--- src/rtl/mux_pkg.sv ---
// Shared constants and arbitration state type for the rr_select4 selector.
`default_nettype none

package mux_pkg;
  localparam int NCH   = 4;
  localparam int SEL_W = 2;

  typedef enum logic [0:0] {
    IDLE = 1'b0,
    BUSY = 1'b1
  } sel_st_t;
endpackage

`default_nettype wire

--- src/rtl/rr_pick4.sv ---
// rr_pick4: rotated priority encoder. The lowest offset from ptr with a valid request wins.
`default_nettype none

module rr_pick4
  import mux_pkg::*;
(
  input  logic [NCH-1:0]   in_valid,
  input  logic [SEL_W-1:0] ptr,
  output logic             any,
  output logic [SEL_W-1:0] idx
);

  always_comb begin
    any = |in_valid;
    idx = ptr;
    // Scan from the farthest offset down so that the nearest requester overwrites the others.
    for (int off = NCH - 1; off >= 0; off--) begin
      if (in_valid[ptr + SEL_W'(off)]) begin
        idx = ptr + SEL_W'(off);
      end
    end
  end

endmodule

`default_nettype wire

--- src/rtl/rr_select4.sv ---
// rr_select4: four-channel round-robin selector with a registered valid/ready output stage.
`default_nettype none

module rr_select4
  import mux_pkg::*;
#(
  parameter int WIDTH = 4
) (
  input  logic             clk,
  input  logic             rst,
  input  logic [NCH-1:0]   in_valid,
  input  logic [WIDTH-1:0] in_data0,
  input  logic [WIDTH-1:0] in_data1,
  input  logic [WIDTH-1:0] in_data2,
  input  logic [WIDTH-1:0] in_data3,
  output logic [NCH-1:0]   in_ready,
  output logic [SEL_W-1:0] sel,
  output logic             out_valid,
  output logic [WIDTH-1:0] out_data,
  input  logic             out_ready
);

  sel_st_t          st, st_nxt;
  logic [SEL_W-1:0] ptr;
  logic             any;
  logic [SEL_W-1:0] idx;
  logic             cap;
  logic [WIDTH-1:0] win_data;

  rr_pick4 u_pick (
    .in_valid (in_valid),
    .ptr      (ptr),
    .any      (any),
    .idx      (idx)
  );

  // The reset term keeps in_ready low while reset is asserted, even with requests pending.
  always_comb begin
    cap      = any && !rst && ((st == IDLE) || out_ready);
    in_ready = '0;
    if (cap) begin
      in_ready[idx] = 1'b1;
    end

    win_data = in_data0;
    case (idx)
      2'd1:    win_data = in_data1;
      2'd2:    win_data = in_data2;
      2'd3:    win_data = in_data3;
      default: win_data = in_data0;
    endcase

    st_nxt = st;
    if (cap) begin
      st_nxt = BUSY;
    end else if ((st == BUSY) && out_ready) begin
      st_nxt = IDLE;
    end
  end

  always_ff @(posedge clk) begin
    if (rst) begin
      st <= IDLE;
    end else begin
      st <= st_nxt;
    end
  end

  // sel and out_data move only on capture, so they hold through retirement.
  always_ff @(posedge clk) begin
    if (rst) begin
      ptr      <= '0;
      sel      <= '0;
      out_data <= '0;
    end else if (cap) begin
      ptr      <= idx + SEL_W'(1);
      sel      <= idx;
      out_data <= win_data;
    end
  end

  assign out_valid = (st == BUSY);

endmodule

`default_nettype wire
--- config.mk ---
export PLATFORM = sky130hd
export DESIGN_NAME = rr_select4
export DESIGN_NICKNAME = d
export VERILOG_FILES = /design/src/rtl/mux_pkg.sv /design/src/rtl/rr_pick4.sv /design/src/rtl/rr_select4.sv
export SDC_FILE = /design/constraint.sdc
export NUM_CORES = 1
export LEC_CHECK = 0
export CAP_MARGIN = 20
export CORE_MARGIN = 2
export CORE_UTILIZATION = 40
export DETAILED_ROUTE_END_ITERATION = 8
export PLACE_DENSITY = 0.81
export SLEW_MARGIN = 10
export SYNTH_ARGS = -nofsm -noshare
export SYNTH_HDL_FRONTEND = slang
export SYNTH_SLANG_ARGS = --single-unit
--- constraint.sdc ---
create_clock -name clk -period 5 [get_ports clk]
set_clock_uncertainty 0.1 [all_clocks]
set_input_delay 1 -clock clk [delete_from_list [all_inputs] [get_ports clk]]
set_output_delay 1 -clock clk [all_outputs]
set_load 0.01 [all_outputs]
==> results by group, run 1 <==
Synth
  – Post-Synthesis Cells: between 70 and 80
  – Number of register bits inferred by synthesis: 9
  – Syn_nets: 105
  – Synth cell types: 28
  – Syn Std Cell Area: ~650 µm²
  – Synth warn: 0
  – Sequential share of the synthesized area: 27.85%
  – Avg Inst Size Synth: ~8.2 µm²

Status
  – Outcome: finished, final reports clean

Power and ir drop
  – Worst VDD drop: ~0.18 mV
  – Pleak: around 0.4 nW
  – Power per cell area: 245.4 nW/µm²

Run
  – Max-Cap Viols: 0

Placement
  – Hpwl dp: 1.326 mm
  – GPL Wtd Cong: 0.8442
  – Placed cell areas: 977.2 µm²
  – Port-buffer cells: 33

Layout
  – Final net count: 140
  – Post-layout util: 66.61%
  – # fillers: around 140
  – Most frequent cells in the layout: 33 x clkdlybuf4s50_1, 11 x nand2b_1, 9 x dfxtp_1, 7 x inv_1, 6 x nand2_1
  – Ratio of cells with drive above 1 in the final layout: 6.195%
  – N_diodes: 0
  – Post-route cell area: between 1000 and 1500 µm²
  – Most common cell after layout, fill and taps aside: clkdlybuf4s50_1
  – Synthesis-to-layout area growth: 55.13%

Die
  – Core area: 1506 µm²
  – Die height: 44.22 µm
  – Initial Util: 42.94%
  – I/O pin cnt: 34
  – Die X: approximately 44 µm
  – Rows: 14
  – Die area: 1955 µm²

Clock network
  – Post-CTS setup buffer count: 0
  – Root Driver: clkbuf_4
  – Clk buf depth: 2
  – CTS Hold Bufs: 0
  – Post-cts resize count: 0
  – Clock Latency Late Sink: 0.26 ns
  – Htree depth: 1
  – Num CTS Buffers: 3
  – Clock sinks: 9
  – CTS tree: built
  – Clock-pin slew on the worst setup and hold paths: 0.05 ns

Worst setup path
  – Crit path max fanout: 8
  – Crit. End Element: output pin
  – Reg2Reg Setup Slack: ~2.6 ns
  – Most Frequent Cell on Critical Path: clkdlybuf4s50_1
  – Required time of the critical path: 3.90 ns
  – Startpoint types: primary input
  – CP max stage delay: 0.63 ns
  – Crit-path cells: clkdlybuf4s50_1 -> o22ai_1 -> a222oi_1 -> ha_1 -> and2_1 -> clkdlybuf4s50_1
  – CP max-delay cell: clkdlybuf4s50_1
  – WS Path Type: in -> out
  – Arr. time, crit path: 3.39 ns

Route
  – Routed Antenna Nets: 0
  – Wire per inst: around 13 µm
  – Vias post-DR: 705
  – Routed WL: roughly 1.7 mm
  – Drt pass-1 iters: 4
  – Via density: 5.465
  – Iter 0 DRT Violations: 6
  – DRC: 0

Global route
  – First-pass GRT wire length: 2.746 mm
  – Largest net degree at the start of global routing: 13
  – Vias in the first global route: 656
  – Antenna violations before repair: 0
  – Grt total ovfl: 0
  – Gr usage total: 19.06%

Timing
  – Fin. Hold Viols: 0
  – Worst-Margin Slew: between 0.7 and 0.8 ns
  – Final setup violation count: 0
  – Post-layout min period: 4.491 ns
  – Worst hold margin: ~0.37 ns
  – FMAX: between 200 and 250 MHz
  – Max Slew Vio Count: 0
  – Setup_tns: 0 ns
  – Tcrit/Tclk final: between 80% and 90%
  – Relative slew slack: 52.03%
  – RSZ-0062 raised after global routing: no

Min path
  – Hold Crit Class: reg -> reg
metal layers:
layer  part of all wire (%)  GRT usage [%]  vias to the layer above
met2                     51          30.88                       17
met5                      0              0                        -
met1                     41          21.95                      323
met4                    1.7          7.879                        0
li1                       -              -                      361
met3                    6.1          8.163                        4
power by group:
part / total [mW] / switching [mW] / internal (mW)
clock: 0.0563 / 0.0255 / 0.0308
sequential: 0.0893 / 0.00720 / 0.0821
combinational: 0.101 / 0.0421 / 0.0585
total: 0.246 / 0.0749 / 0.171
per-stage QoR:
stage          power, mW  cells  setup slack (ns)
2_1_floorplan     0.1447     79             1.635
3_3_place_gp      0.1903    125            0.5804
3_5_place_dp      0.1919    125            0.5289
4_1_cts           0.2499    129            0.5139
5_1_grt           0.2637    129            0.3426
6_report          0.2463    129            0.5088
cell families after synthesis:
logic type	share of synthesized area [%]
buffers and inverters	8.317
adders and majority gates	5.803
and+or+nand+nor	28.63
DFF	27.85
muxes	1.547
AOI/OAI and AO/OA	27.85
cell usage after synthesis:
library cell	number	share of area, %
a211oi_1	2	2.3
a21o_2	1	1.4
a21oi_1	4	3.1
a221o_1	4	6.2
a222oi_1	1	1.5
a311oi_1	1	1.4
and2_1	2	1.9
and3b_1	1	1.4
buf_1	1	0.58
buf_4	1	1.2
buf_6	1	1.7
clkbuf_2	1	0.77
dfxtp_1	9	28
ha_1	3	5.8
inv_1	7	4.1
mux2i_1	1	1.5
nand2_1	6	3.5
nand2b_1	11	11
nand3_1	4	3.1
nand3b_1	1	1.2
nor2_1	3	1.7
nor3b_1	2	2.3
nor3b_2	1	1.9
nor4_1	1	0.97
o21ai_2	1	1.4
o221ai_1	4	5.4
o22a_1	1	1.4
o22ai_1	4	3.9
critical path: cells and delay by family:
kind            cells  cell delay (ns)
simple gates        1             0.15
fa+ha+maj           1             0.36
compound gates      2             0.74
buf+inv             2             1.16
path summary, 6_finish.rpt:
path | end | startpoint | depth (start not counted)
worst max-delay path | in_ready[1] | in_valid[3] | 6
worst min-delay path | sel[1]$_SDFFE_PP0P_ | sel[1]$_SDFFE_PP0P_ | 2
worst max register to register | out_data[0]$_SDFFE_PP0P_ | ptr[1]$_SDFFE_PP0P_ | 7
worst min register to register | sel[1]$_SDFFE_PP0P_ | sel[1]$_SDFFE_PP0P_ | 2
sequential cells by signal, summed over array words and instances, names as in the netlist:
signal     cells
out_data       4
ptr            2
sel            2
out_valid      1
final cells by class:
cell class / instances / area (µm²) / share of cell area, %
clock buffer: 4 / 26.28 / 2.618
inverter: 7 / 26.28 / 2.618
multi-input combinational: 59 / 412.9 / 41.15
sequential: 9 / 180.2 / 17.96
tap: 16 / 20.02 / 1.995
timing repair buffer: 34 / 337.8 / 33.67
Power figures use the tool's default switching activity.
==> inputs of run 2 (changes only) <==
--- a/config.mk
+++ b/config.mk
@@ -6,7 +6,6 @@
 export NUM_CORES = 1
 export LEC_CHECK = 0
 export CAP_MARGIN = 20
-export CORE_MARGIN = 2
 export CORE_UTILIZATION = 40
 export DETAILED_ROUTE_END_ITERATION = 8
 export PLACE_DENSITY = 0.81
==> run 2 against run 1 <==
  * Register-to-register slack got worse by 0.05 ns
  * Critical path depth unchanged
  * Count of clock-buffer cells in the layout unchanged
  * First-iteration DRC count increased to 2.5 times the previous value
  * Critical path type unchanged
==> results by group, run 2 (synthesized netlist as in run 1, its figures left out) <==
Route
  – Iter 0 DRT Violations: 15 (+9)
  – Wire per inst: 13.18 µm (+2.5%)
  – Via density: 5.523 (+1.1%)
  – Routed WL: 1.714 mm (+3.3%)
  – Drt pass-1 iters: 4 (unchanged)
  – Vias post-DR: 718 (+1.8%)
  – DRC: 0 (unchanged)
  – Routed Antenna Nets: 0 (unchanged)

Layout
  – Ratio of cells with drive above 1 in the final layout: 7.018% (+0.82 points)
  – Most common cell after layout, fill and taps aside: clkdlybuf4s50_1
  – # fillers: 134 (-3.6%)
  – Synthesis-to-layout area growth: 56.29%
  – Top Registers: out_data x4, ptr x2, sel x2
  – Most flops, register: out_data
  – Final net count: 141 (+0.71%)
  – Post-layout util: 67.11% (+0.50 points)
  – Largest register FFs: 4 (unchanged)
  – Most frequent cells in the layout: 33 x clkdlybuf4s50_1, 11 x nand2b_1, 9 x dfxtp_1, 7 x inv_1, 6 x nand2_1
  – Post-route insts no fill: 130 (+0.78%)
  – Post-route cell area: 1011 µm² (+0.75%)
  – N_diodes: 0 (unchanged)

Clock network
  – Clock Latency Late Sink: 0.27 ns (about the same)
  – Clock-pin slew on the worst setup and hold paths: 0.06 ns (about the same)
  – Num CTS Buffers: 3 (unchanged)
  – Clock sinks: 9 (unchanged)
  – CTS tree: built
  – Root Driver: clkbuf_4
  – CTS Hold Bufs: 0 (unchanged)
  – Htree depth: 1 (unchanged)
  – Clk buf depth: 2 (unchanged)
  – Post-CTS setup buffer count: 0 (unchanged)
  – Post-cts resize count: 0 (unchanged)

Die
  – Rows: 14 (unchanged)
  – Initial Util: 42.94% (unchanged)
  – Core area: 1506 µm² (unchanged)
  – Die height: 42.22 µm (-4.5%)
  – Die X: 42.22 µm (-4.5%)
  – Die area: 1782 µm² (-8.8%)
  – I/O pin cnt: 34 (unchanged)

Power and ir drop
  – Sw Ratio: 31.11% (+0.71 points)
  – Sw power: 77.72 µW (+3.8%)
  – Worst VDD drop: 0.1587 mV (-14%)
  – Internal power: 172.1 µW (+0.40%)
  – Clock Power Share: 23.5% (+0.6 points)
  – Logic gate share of total power: 41.1% (+0.2 points)
  – Pleak: 0.4078 nW (+1.2%)
  – Power per cell area: 247.1 nW/µm² (+0.68%)
  – Register share of total power: 35.4% (-0.9 points)

Placement
  – Placed cell areas: 984.7 µm² (+0.77%)
  – Hpwl dp: 1.335 mm (+0.75%)
  – GPL Wtd Cong: 0.8463 (+0.25%)
  – Placed Cells: 126 (+0.80%)
  – Port-buffer cells: 33 (unchanged)

Global route
  – Grt total ovfl: 0 (unchanged)
  – Gr usage total: 21.55% (+2.5 points)
  – Largest net degree at the start of global routing: 12 (-1)
  – Antenna violations before repair: 0 (unchanged)
  – Vias in the first global route: 678 (+3.4%)
  – First-pass GRT wire length: 2.856 mm (+4.0%)

Timing
  – Tcrit/Tclk final: 90.90% (+1.1 points)
  – RSZ-0062 raised after global routing: no
  – Post-layout min period: 4.545 ns (+0.05404 ns)
  – Final setup violation count: 0 (unchanged)
  – Max Slew Vio Count: 0 (unchanged)
  – Setup_tns: 0 ns (unchanged)
  – Worst hold margin: 0.3766 ns (+0.002546 ns)
  – Relative slew slack: 54.68% (+2.6 points)
  – Worst-Margin Slew: 0.6769 ns (-0.03947 ns)
  – FMAX: 220.0 MHz (-1.2%)
  – Fin. Hold Viols: 0 (unchanged)

Worst setup path
  – Required time of the critical path: 3.90 ns (about the same)
  – Startpoint types: primary input
  – Bufs and invs on worst path: 2 (unchanged)
  – CP max-delay cell: a222oi_1
  – CP top delay family: buffers and inverters
  – Crit path max fanout: 8 (unchanged)
  – WS Path Type: in -> out
  – CP max stage delay: 0.63 ns (about the same)
  – Crit-path cells: clkdlybuf4s50_1 -> o22ai_1 -> a222oi_1 -> ha_1 -> and2_1 -> clkdlybuf4s50_1
  – Most Frequent Cell on Critical Path: clkdlybuf4s50_1
  – Arr. time, crit path: 3.45 ns (+0.06 ns)
  – Crit. End Element: output pin

Run
  – Max-Cap Viols: 0 (unchanged)

Status
  – Outcome: finished, final reports clean

Min path
  – Hold Crit Class: reg -> reg
## run 2: final timing paths
check                           start                       end  slack [ns]  cells after the start
hold / removal    sel[1]$_SDFFE_PP0P_       sel[1]$_SDFFE_PP0P_        0.38                      2
setup / recovery          in_valid[3]               in_ready[1]        0.45                      6
hold reg to reg   sel[1]$_SDFFE_PP0P_       sel[1]$_SDFFE_PP0P_        0.38                      2
setup reg to reg  ptr[1]$_SDFFE_PP0P_  out_data[2]$_SDFFE_PP0P_        2.57                      7
## run 2: metal layers
metal | GRT usage [%] | vias up | share of wire (%)
met5 | 0 | - | 0
met4 | 11.88 | 0 | 2.1
met3 | 8.621 | 5 | 6.1
met2 | 35.08 | 19 | 50
met1 | 23.67 | 333 | 42
li1 | - | 361 | -
## run 2: metrics by stage
stage	setup slack [ns]	total power, mW
floorplan	1.635	0.1447
global placement	0.5546	0.1905
detailed placement	0.4508	0.1929
CTS	0.4407	0.2534
global route	0.3075	0.2662
finish	0.4548	0.2498
## run 2: area by class of cell
| type | instances | area, µm² | share of cell area (%) |
|---|---|---|---|
| Clock buffer | 4 | 26.28 | 2.599 |
| Inverter | 7 | 26.28 | 2.599 |
| Tap cell | 16 | 20.02 | 1.980 |
| Sequential cell | 9 | 180.2 | 17.82 |
| Multi-Input combinational cell | 59 | 412.9 | 40.84 |
| Timing Repair Buffer | 35 | 345.3 | 34.16 |
## run 2: power groups by stage
stage,Combinational [mW],Sequential [mW],Clock (mW)
after floorplan,0.0521,0.0926,0
after global placement,0.100,0.0901,0
after detailed placement,0.102,0.0904,0
after CTS,0.103,0.0887,0.0616
after global routing,0.112,0.0905,0.0638
final,0.103,0.0885,0.0586
## run 2: worst register-to-register path, delay by kind of cell, from the launching register on
family                     cells  cell delay, ns
AOI/OAI and AO/OA              4            1.18
DFF                            1            0.47
adders and majority gates      1            0.32
buffers and inverters          1            0.15
and+or+nand+nor                1            0.08
==> inputs of run 3 (changes only) <==
--- a/config.mk
+++ b/config.mk
@@ -9,6 +9,7 @@
 export CORE_UTILIZATION = 40
 export DETAILED_ROUTE_END_ITERATION = 8
 export PLACE_DENSITY = 0.81
+export SKIP_CTS_REPAIR_TIMING = 1
 export SLEW_MARGIN = 10
 export SYNTH_ARGS = -nofsm -noshare
 export SYNTH_HDL_FRONTEND = slang
==> results of run 3 <==
Same layout as run 2: the final DEF is identical, and so are final timing and power.
